--- src/rtl/fetch_pkg.sv ---
// Pipeline types shared by the fetch stage and decode.
// Holds the fetch FSM encoding, the canonical NOP word and the IF/ID payload.
// No logic here; types and constants only.
package fetch_pkg;

    // addi x0, x0, 0 -- what IF/ID carries when there is no instruction
    localparam logic [31:0] NOP_INST_WORD = 32'h0000_0013;

    typedef enum logic [1:0] {
        S_REQ   = 2'd0,  // request presented to imem, waiting for accept
        S_WAIT  = 2'd1,  // request accepted, waiting for read data
        S_HOLD  = 2'd2,  // data captured during an ID stall
        S_DRAIN = 2'd3   // killed fetch still in flight, its data is dropped
    } fetch_state_e;

    typedef struct packed {
        logic [31:0] pc;
        logic [31:0] pc_four;
        logic [31:0] inst;
        logic        valid;
    } if_id_t;

endpackage

--- src/rtl/fetch_stage_if_id_reg.sv ---
// IF/ID pipeline register with stall-hold and flush/bubble clear.
// Latency: one cycle from i_load/i_clear to o_dat.
// Backpressure: holds its contents whenever neither load nor clear is asserted.
module if_id_reg
    import fetch_pkg::*;
#(
    parameter logic [31:0] NOP_INST = NOP_INST_WORD
) (
    input  logic   i_clk,
    input  logic   i_rst,
    input  logic   i_load,
    input  logic   i_clear,
    input  if_id_t i_dat,
    output if_id_t o_dat
);

    if_id_t r_dat;

    // Clear wins over load so a flush always empties the register; pc fields
    // are left alone on a clear since they are meaningless once valid drops.
    always_ff @(posedge i_clk) begin
        if (i_rst) begin
            r_dat.pc      <= 32'h0;
            r_dat.pc_four <= 32'h0;
            r_dat.inst    <= NOP_INST;
            r_dat.valid   <= 1'b0;
        end else if (i_clear) begin
            r_dat.inst    <= NOP_INST;
            r_dat.valid   <= 1'b0;
        end else if (i_load) begin
            r_dat         <= i_dat;
        end
    end

    assign o_dat = r_dat;

endmodule

--- src/rtl/fetch_stage.sv ---
// Instruction fetch: owns the PC, one outstanding imem request, feeds IF/ID.
// Latency: accept -> data >= 1 cycle; advance writes IF/ID and reissues the next cycle.
// Backpressure: imem not ready holds addr; ID stall parks data in S_HOLD; flush kills in-flight data.
module fetch_stage
    import fetch_pkg::*;
#(
    parameter logic [31:0] RESET_PC = 32'h0000_0000,
    parameter logic [31:0] NOP_INST = NOP_INST_WORD
) (
    input  logic        i_clk,
    input  logic        i_rst,
    input  logic [31:0] i_next_pc,
    input  logic        i_flush,
    input  logic        i_stall,
    output logic        o_imem_req,
    output logic [31:0] o_imem_addr,
    input  logic        i_imem_ready,
    input  logic        i_imem_rvalid,
    input  logic [31:0] i_imem_rdata,
    output logic [31:0] o_IF_pc,
    output logic [31:0] o_IF_inst,
    output logic        o_IF_valid,
    output logic [31:0] o_ID_pc,
    output logic [31:0] o_ID_pc_four,
    output logic [31:0] o_ID_inst,
    output logic        o_ID_valid
);

    fetch_state_e r_state;
    logic [31:0]  r_pc;
    logic [31:0]  r_hold_inst;

    logic         w_if_valid;
    logic [31:0]  w_if_inst;
    logic         w_advance;
    logic         w_id_load;
    logic         w_id_clear;
    if_id_t       w_id_next;
    if_id_t       w_id_cur;

    assign w_if_valid = ((r_state == S_WAIT) & i_imem_rvalid) | (r_state == S_HOLD);
    assign w_advance  = w_if_valid & ~i_stall & ~i_flush;
    assign w_id_load  = w_advance;
    // Flush clears even under stall; an unstalled cycle with nothing in IF inserts a bubble
    assign w_id_clear = i_flush | (~i_stall & ~w_if_valid);

    // IF instruction: parked word in S_HOLD, live memory data otherwise, NOP when empty
    always_comb begin
        w_if_inst = NOP_INST;
        if (r_state == S_HOLD) begin
            w_if_inst = r_hold_inst;
        end else if (w_if_valid) begin
            w_if_inst = i_imem_rdata;
        end
    end

    // Payload written into IF/ID when the instruction advances
    always_comb begin
        w_id_next.pc      = r_pc;
        w_id_next.pc_four = r_pc + 32'd4;
        w_id_next.inst    = w_if_inst;
        w_id_next.valid   = 1'b1;
    end

    // Fetch FSM and PC; priority is reset, flush, stall, then normal progress
    always_ff @(posedge i_clk) begin
        if (i_rst) begin
            r_pc        <= RESET_PC;
            r_state     <= S_REQ;
            r_hold_inst <= NOP_INST;
        end else if (i_flush) begin
            r_pc        <= i_next_pc;
            r_hold_inst <= NOP_INST;
            case (r_state)
                S_REQ:   r_state <= i_imem_ready  ? S_DRAIN : S_REQ;
                S_WAIT:  r_state <= i_imem_rvalid ? S_REQ   : S_DRAIN;
                // Already draining: keep waiting unless the stale data lands now
                S_DRAIN: r_state <= i_imem_rvalid ? S_REQ   : S_DRAIN;
                default: r_state <= S_REQ;
            endcase
        end else begin
            case (r_state)
                S_REQ: begin
                    if (i_imem_ready) begin
                        r_state <= S_WAIT;
                    end
                end
                S_WAIT: begin
                    if (i_imem_rvalid) begin
                        if (i_stall) begin
                            r_hold_inst <= i_imem_rdata;
                            r_state     <= S_HOLD;
                        end else begin
                            r_pc    <= i_next_pc;
                            r_state <= S_REQ;
                        end
                    end
                end
                S_HOLD: begin
                    if (!i_stall) begin
                        r_pc        <= i_next_pc;
                        r_hold_inst <= NOP_INST;
                        r_state     <= S_REQ;
                    end
                end
                S_DRAIN: begin
                    if (i_imem_rvalid) begin
                        r_state <= S_REQ;
                    end
                end
                default: r_state <= S_REQ;
            endcase
        end
    end

    if_id_reg #(
        .NOP_INST (NOP_INST)
    ) u_if_id (
        .i_clk   (i_clk),
        .i_rst   (i_rst),
        .i_load  (w_id_load),
        .i_clear (w_id_clear),
        .i_dat   (w_id_next),
        .o_dat   (w_id_cur)
    );

    assign o_imem_req   = (r_state == S_REQ);
    assign o_imem_addr  = r_pc;
    assign o_IF_pc      = r_pc;
    assign o_IF_inst    = w_if_inst;
    assign o_IF_valid   = w_if_valid;
    assign o_ID_pc      = w_id_cur.pc;
    assign o_ID_pc_four = w_id_cur.pc_four;
    assign o_ID_inst    = w_id_cur.inst;
    assign o_ID_valid   = w_id_cur.valid;

endmodule
--- config.mk ---
export PLATFORM = sky130hd
export DESIGN_NAME = fetch_stage
export DESIGN_NICKNAME = d
export VERILOG_FILES = /design/src/rtl/fetch_pkg.sv /design/src/rtl/fetch_stage_if_id_reg.sv /design/src/rtl/fetch_stage.sv
export SDC_FILE = /design/constraint.sdc
export NUM_CORES = 1
export LEC_CHECK = 0
export CAP_MARGIN = 40
export CORE_MARGIN = 3
export CORE_UTILIZATION = 43
export DETAILED_ROUTE_END_ITERATION = 6
export HOLD_SLACK_MARGIN = 0.08
export PLACE_DENSITY_LB_ADDON = 0.05
export SYNTH_ARGS = -nofsm -noshare
export SYNTH_HDL_FRONTEND = slang
export SYNTH_HIERARCHICAL = 1
export SYNTH_SLANG_ARGS = --single-unit
--- constraint.sdc ---
create_clock -name i_clk -period 1.8 [get_ports i_clk]
set_input_delay 0.36 -clock i_clk [delete_from_list [all_inputs] [get_ports i_clk]]
set_output_delay 0.36 -clock i_clk [all_outputs]
set_load 0.05 [all_outputs]
; After elaboration in Yosys (flattened, before gate mapping)
; Index checks and enable logic that the tools add are counted.
[op_classes]
add_sub_neg = 1
eq_ne = 10
n_mux = 20
bitwise_logic = 10
n_reduce_logical = 10
[ops]
columns = op, count
row1 = $mux 32, 8
row2 = $pmux 32 s2, 2
row3 = $add 32x3->32 const B, 1
row4 = $mux 2, 8
row5 = $ne 3x3->1 const B, 3
row6 = $pmux 2 s4, 1
row7 = $reduce_and 4->1, 2
row8 = $ne 2x2->1 const B, 3
row9 = $reduce_or 2->1, 3
row10 = $and 1x1->1, 4
row11 = $eq 2x2->1 const B, 2
row12 = $not 1->1, 4
row13 = $pmux 2 s2, 1
row14 = $reduce_and 2->1, 2
row15 = $ne 3x2->1 const B, 1
row16 = $reduce_bool 3->1, 1
row17 = $eq 2x1->1 const B, 1
row18 = $logic_not 2->1, 1
row19 = $or 1x1->1, 2
row20 = $reduce_bool 2->1, 1
[totals]
regBits = 163
input_bits = 70
out_inout_bits = 195
wordCells = 58

; Depth between registers and ports, before layout
[logic_depth]
depth_word = 8
depth_mapped = 11
mapped_depth_nobuf = 7

; By module
; The synthesis kept the hierarchy.
[by_module_without_submodules]
columns = module, instances, cells_per_inst, area_per_inst_um2, seq_area_each_um2
row1 = if_id_reg, 1, 400, 4207.8, 1941.9
row2 = fetch_stage, 1, 498, 4120.2, 1321.3

; Least setup slack after synthesis
; OpenSTA, ideal clock, no wires.
[synth_path]
kind = register -> register
from = reg r_state[0]
to = reg u_if_id.r_dat (netlist bit u_if_id/o_dat[69])
setup_ps = 118
arrival_time_ps = 1935
required_time_ps = 1682
setup_slack_ps = -253
path_stages_with_launch = 10
n_path_buf = 4
synth_period_minus_slack_ps = 2053
path_cell_list = dfxtp_1 buf_6 nand2b_4 buf_6 nand2_1 o21ai_0 buf_2 clkbuf_1 nand4bb_1 o21ai_1
[synth_via]
elab_chain_cells = 8
elab_cells_between_ends = 11
classes_between = 2 x eq/ne / 8 x bitwise / 1 x reduce/logical
[synth_rtl]
columns = element, line
row1 = from (decl), fetch_stage.sv:29  ; fetch_state_e r_state;
row2 = from (signal assigned), fetch_stage.sv:75  ; S_REQ: r_state <= i_imem_ready ? S_DRAIN : S_REQ;
row3 = from (signal assigned), fetch_stage.sv:76  ; S_WAIT: r_state <= i_imem_rvalid ? S_REQ : S_DRAIN;
row4 = from (signal assigned), fetch_stage.sv:78  ; S_DRAIN: r_state <= i_imem_rvalid ? S_REQ : S_DRAIN;
row5 = $eq 2x1->1, fetch_stage.sv:41  ; assign w_if_valid = ((r_state == S_WAIT) & i_imem_rvalid) | (r_state == S_HOLD);
row6 = $and 1x1->1, fetch_stage.sv:41
row7 = $or 1x1->1 (*), fetch_stage.sv:41
row8 = via o_IF_valid, fetch_stage.sv:22  ; output logic o_IF_valid,
row9 = $not 1->1 (*), fetch_stage.sv:45  ; assign w_id_clear = i_flush | (~i_stall & ~w_if_valid);
row10 = $and 1x1->1 (*), fetch_stage.sv:45
row11 = $or 1x1->1 (*), fetch_stage.sv:45
row12 = via w_id_clear, fetch_stage.sv:37  ; logic w_id_clear;
row13 = $not 1->1 (no line) (*), -
row14 = $reduce_and 2->1 (no line) (*), -
row15 = to (signal assigned), fetch_stage_if_id_reg.sv:31  ; r_dat <= i_dat;
row16 = to (decl), fetch_stage_if_id_reg.sv:17  ; if_id_t r_dat;
; Mark *: on every way through the listed nets, which the timed path passes. The rest lies on a longest branch.
; A chain may end at the register's enable or synchronous reset.

; Final worst setup path
[layout_path]
from = reg r_state[1]
to = out o_IF_inst[12]
[layout_via]
elab_chain_cells = 5
elab_cells_between_ends = 6
classes_between = 2 x eq/ne / 2 x mux / 2 x bitwise
[layout_rtl]
columns = element, line
row1 = $eq 2x1->1, fetch_stage.sv:41
row2 = $and 1x1->1, fetch_stage.sv:41
row3 = $or 1x1->1, fetch_stage.sv:41
row4 = $mux 32, fetch_stage.sv:52  ; end else if (w_if_valid) begin
row5 = $mux 32 (*), fetch_stage.sv:50  ; if (r_state == S_HOLD) begin
row6 = to (decl), fetch_stage.sv:21  ; output logic [31:0] o_IF_inst,
; Every way passes the cells marked *; elsewhere a longest branch is shown, timed or not.

==> run metrics <==
total power=9.77 mW; period utilization=112%; WP data required=between 1 and 1.5 ns; sequential share of power=approximately two fifths; Internal=6.97 mW; mean post-synth cell area=between 9 and 10 um^2; number of clock sinks=about 160; ranking of synthesized cells by area=dfxtp_1, buf_4, nand4bb_1; HP Class=primary input to register; number of port buffers=264; die height=about 150 um; ys async rst share=0%; hpwl dp=~16 mm; hold path depth=2; endpoints failing hold=0; RePlAce Congestion=around 0.78; sw frac=between 20% and 30%; Peak VDD IR=between 0.6 and 0.7 mV; most frequent cells in the layout=buf_4, dfxtp_1, buf_12, nor2_1, clkdlybuf4s50_1; cts bufs inserted=17; Worst R2R End=u_if_id/o_dat[95]$_SDFFE_PP0P_; Core ar.=between 15,000 and 20,000 um^2; Clk pwr share=roughly two fifths; clock buffer depth=2; worst skew pair latency=0.43 ns; first-pass GRT wire length=38.3 mm; Post-Syn Nets=969; WS Path Type=register to output port; Crit Reg-Reg Startpoint=r_state[1]$_SDFFE_PP0P_; Layout Cells excl Fill=1,406; relative slew slack=57.3%; R2R cell count=10; vias in the first global route=~7k; FF+latch count, synth=roughly 160; Worst setup SP type=register; area grow syn2layout=52.8%; most common cell after layout, fill and taps aside=buf_4; DR vias=roughly 7.3k; P_leak=5.08 nW; max-slew violation count=0; Hold Path Sink=o_IF_pc[1]$_SDFFE_PP0P_; grt ovf=0; Tightest Pin Transition=about 0.64 ns; crit path time final=just over 2 ns; # fillers=1,562; top_reg_cell synth=dfxtp_1; die area=~21,000 um^2; Synth top area share=about two fifths; Comb pwr share=between 20% and 30%; I/O pin count=265; Synth Warn #=6; fin worst setup slack=-0.221 ns; Wirelength per Cell=18.0 um; initial antenna violation count=2; share of cells above drive strength 1=a little under two fifths; Final Cell Area=12,700 um^2; post-synth top area cell=dfxtp_1; DR vias/cell=between 5 and 6; Antenna Nets Post-Route=0; Clock Skews=between 0.008 and 0.009 ns; critical path peak fanout=8; max-capacitance violation count=0; PwrDens=about 770 nW/um^2; Final nets=~1.2k; largest net degree at the start of global routing=between 70 and 80; Root Buffer=clkbuf_16; Placed Area=around 11,000 um^2; max frequency=just under 500 MHz; Iter 0 DRT Violations=between 300 and 400; CTS clk-pin slew, worst paths=0.07 ns; # DRC=0; post-synth cell types=between 40 and 50; failing checks=negative setup slack; final setup fails=between 100 and 150; Worst Hold Launch=i_rst; R2R Setup Slk=-0.18 ns; CTS H-tree depth=4; status=finished with violations; CTS tree=yes; number of flops mapped to enable cells by yosys=0; post-synthesis sequential area ratio=about two fifths; gr usage total=22.0%; drt pass-1 iters=5; post-synthesis cell area=8330 um^2; num rows=50; Die Wd=roughly 150 um; Synth Instances=around 900; initial core utilization=44.1%; RSZ-0062 raised after global routing=yes; Cells after DPL=~1.3k; total wire length=around 25 mm; CP endpoint kind=output port; Sw Pwr=~2.8 mW; Worst EP arrival=between 1.5 and 2 ns
-- metal layers --
metal	vias up	part of all wire (%)	track usage, %
met3	25	7.1	7.34
li1	3550	-	-
met5	-	0.051	0
met2	207	50	39.0
met4	2	1.3	5.56
met1	3478	41	25.7
-- Yosys cell counts (all sizes together), types with 3 or more instances --
master	number
nand4bb	64
o22a	3
xnor2	23
nand4	8
dfxtp	163
xor2	6
nor2	70
nor3	5
and2	4
buf	143
mux2i	33
nand2b	65
a22oi	29
clkbuf	31
nand2	14
a22o	29
o22ai	3
nand3	50
a21oi	34
o21ai	98
-- power groups by stage --
stage	clock, mW	combinational (mW)	sequential, mW
after global placement	0	2.00	3.82
after detailed placement	0	2.00	3.82
after floorplan	0	1.24	3.87
final	3.83	2.20	3.74
after CTS	3.90	2.12	3.73
after global routing	4.04	2.31	3.74
-- worst max-delay path: stages (launching register included) --
cell	delay, ns
dfxtp_4	0.36
and3b_4	0.43
buf_12	0.18
a22o_4	0.14
buf_12	0.13
-- through the flow --
stage | setup WS (ns) | setup TNS (ns) | hold WS (ns) | utilization [%]
finish | -0.221 | -16.07 | 0.297 | 67.4
global placement | -0.313 | -43.09 | 0.452 | 59.0
global route | -0.269 | -23.69 | 0.296 | 67.4
floorplan | -0.0452 | -1.21 | 0.442 | -
CTS | -0.238 | -7.44 | 0.273 | 64.5
detailed placement | -0.367 | -49.32 | 0.454 | 59.0
-- worst max path at each step --
stage	from	end	slack, ns
2_1_floorplan	r_state[0]$_SDFFE_PP0P_	u_if_id/o_dat[1]$_SDFFE_PP1P_	-0.05
3_3_place_gp	i_imem_rvalid	u_if_id/o_dat[14]$_SDFFE_PP0P_	-0.31
3_5_place_dp	i_imem_rvalid	u_if_id/o_dat[20]$_SDFFE_PP0P_	-0.37
4_1_cts	r_state[1]$_SDFFE_PP0P_	o_IF_inst[9]	-0.24
5_1_grt	r_state[1]$_SDFFE_PP0P_	o_IF_inst[12]	-0.27
6_report	r_state[1]$_SDFFE_PP0P_	o_IF_inst[12]	-0.22
-- area by class of cell --
cell class	count	area, um^2	share of cell area, %
timing repair buffer	390	4350	34.2
clock inverter	11	153	1.20
sequential	163	3270	25.7
antenna	1	2.50	0.0197
inverter	3	11.3	0.0885
multi-input combinational	558	4140	32.6
clock buffer	20	467	3.67
tap	260	325	2.56
-- state kept, by name, summed over array words and instances, names as in the netlist --
name / flops
u_if_id/o_dat: 97
o_IF_pc: 32
r_hold_inst: 32
r_state: 2
-- kinds of logic (layout without fill, tap and decap cells) --
logic type                 Yosys count  count (layout)  share of synthesized area (%)
adders and majority gates            1               1                          0.150
xor gates and xnor gates            29              29                           3.05
DFF                                163             163                           39.2
buffers and inverters              177             424                           14.5
other                                1               2                         0.0450
and+or+nand+nor                    294             294                           23.6
AOI/OAI and AO/OA                  200             200                           15.5
muxes                               33              33                           3.97
-- repair_timing --
action                     4_1_cts  5_1_grt
hold buffers                     0        0
cloned                           3       16
pin swaps                        5        7
setup endpoints to repair       34      129
resized for setup               45       16
setup buffers                    7       12
(Power assumes the default switching activity.)
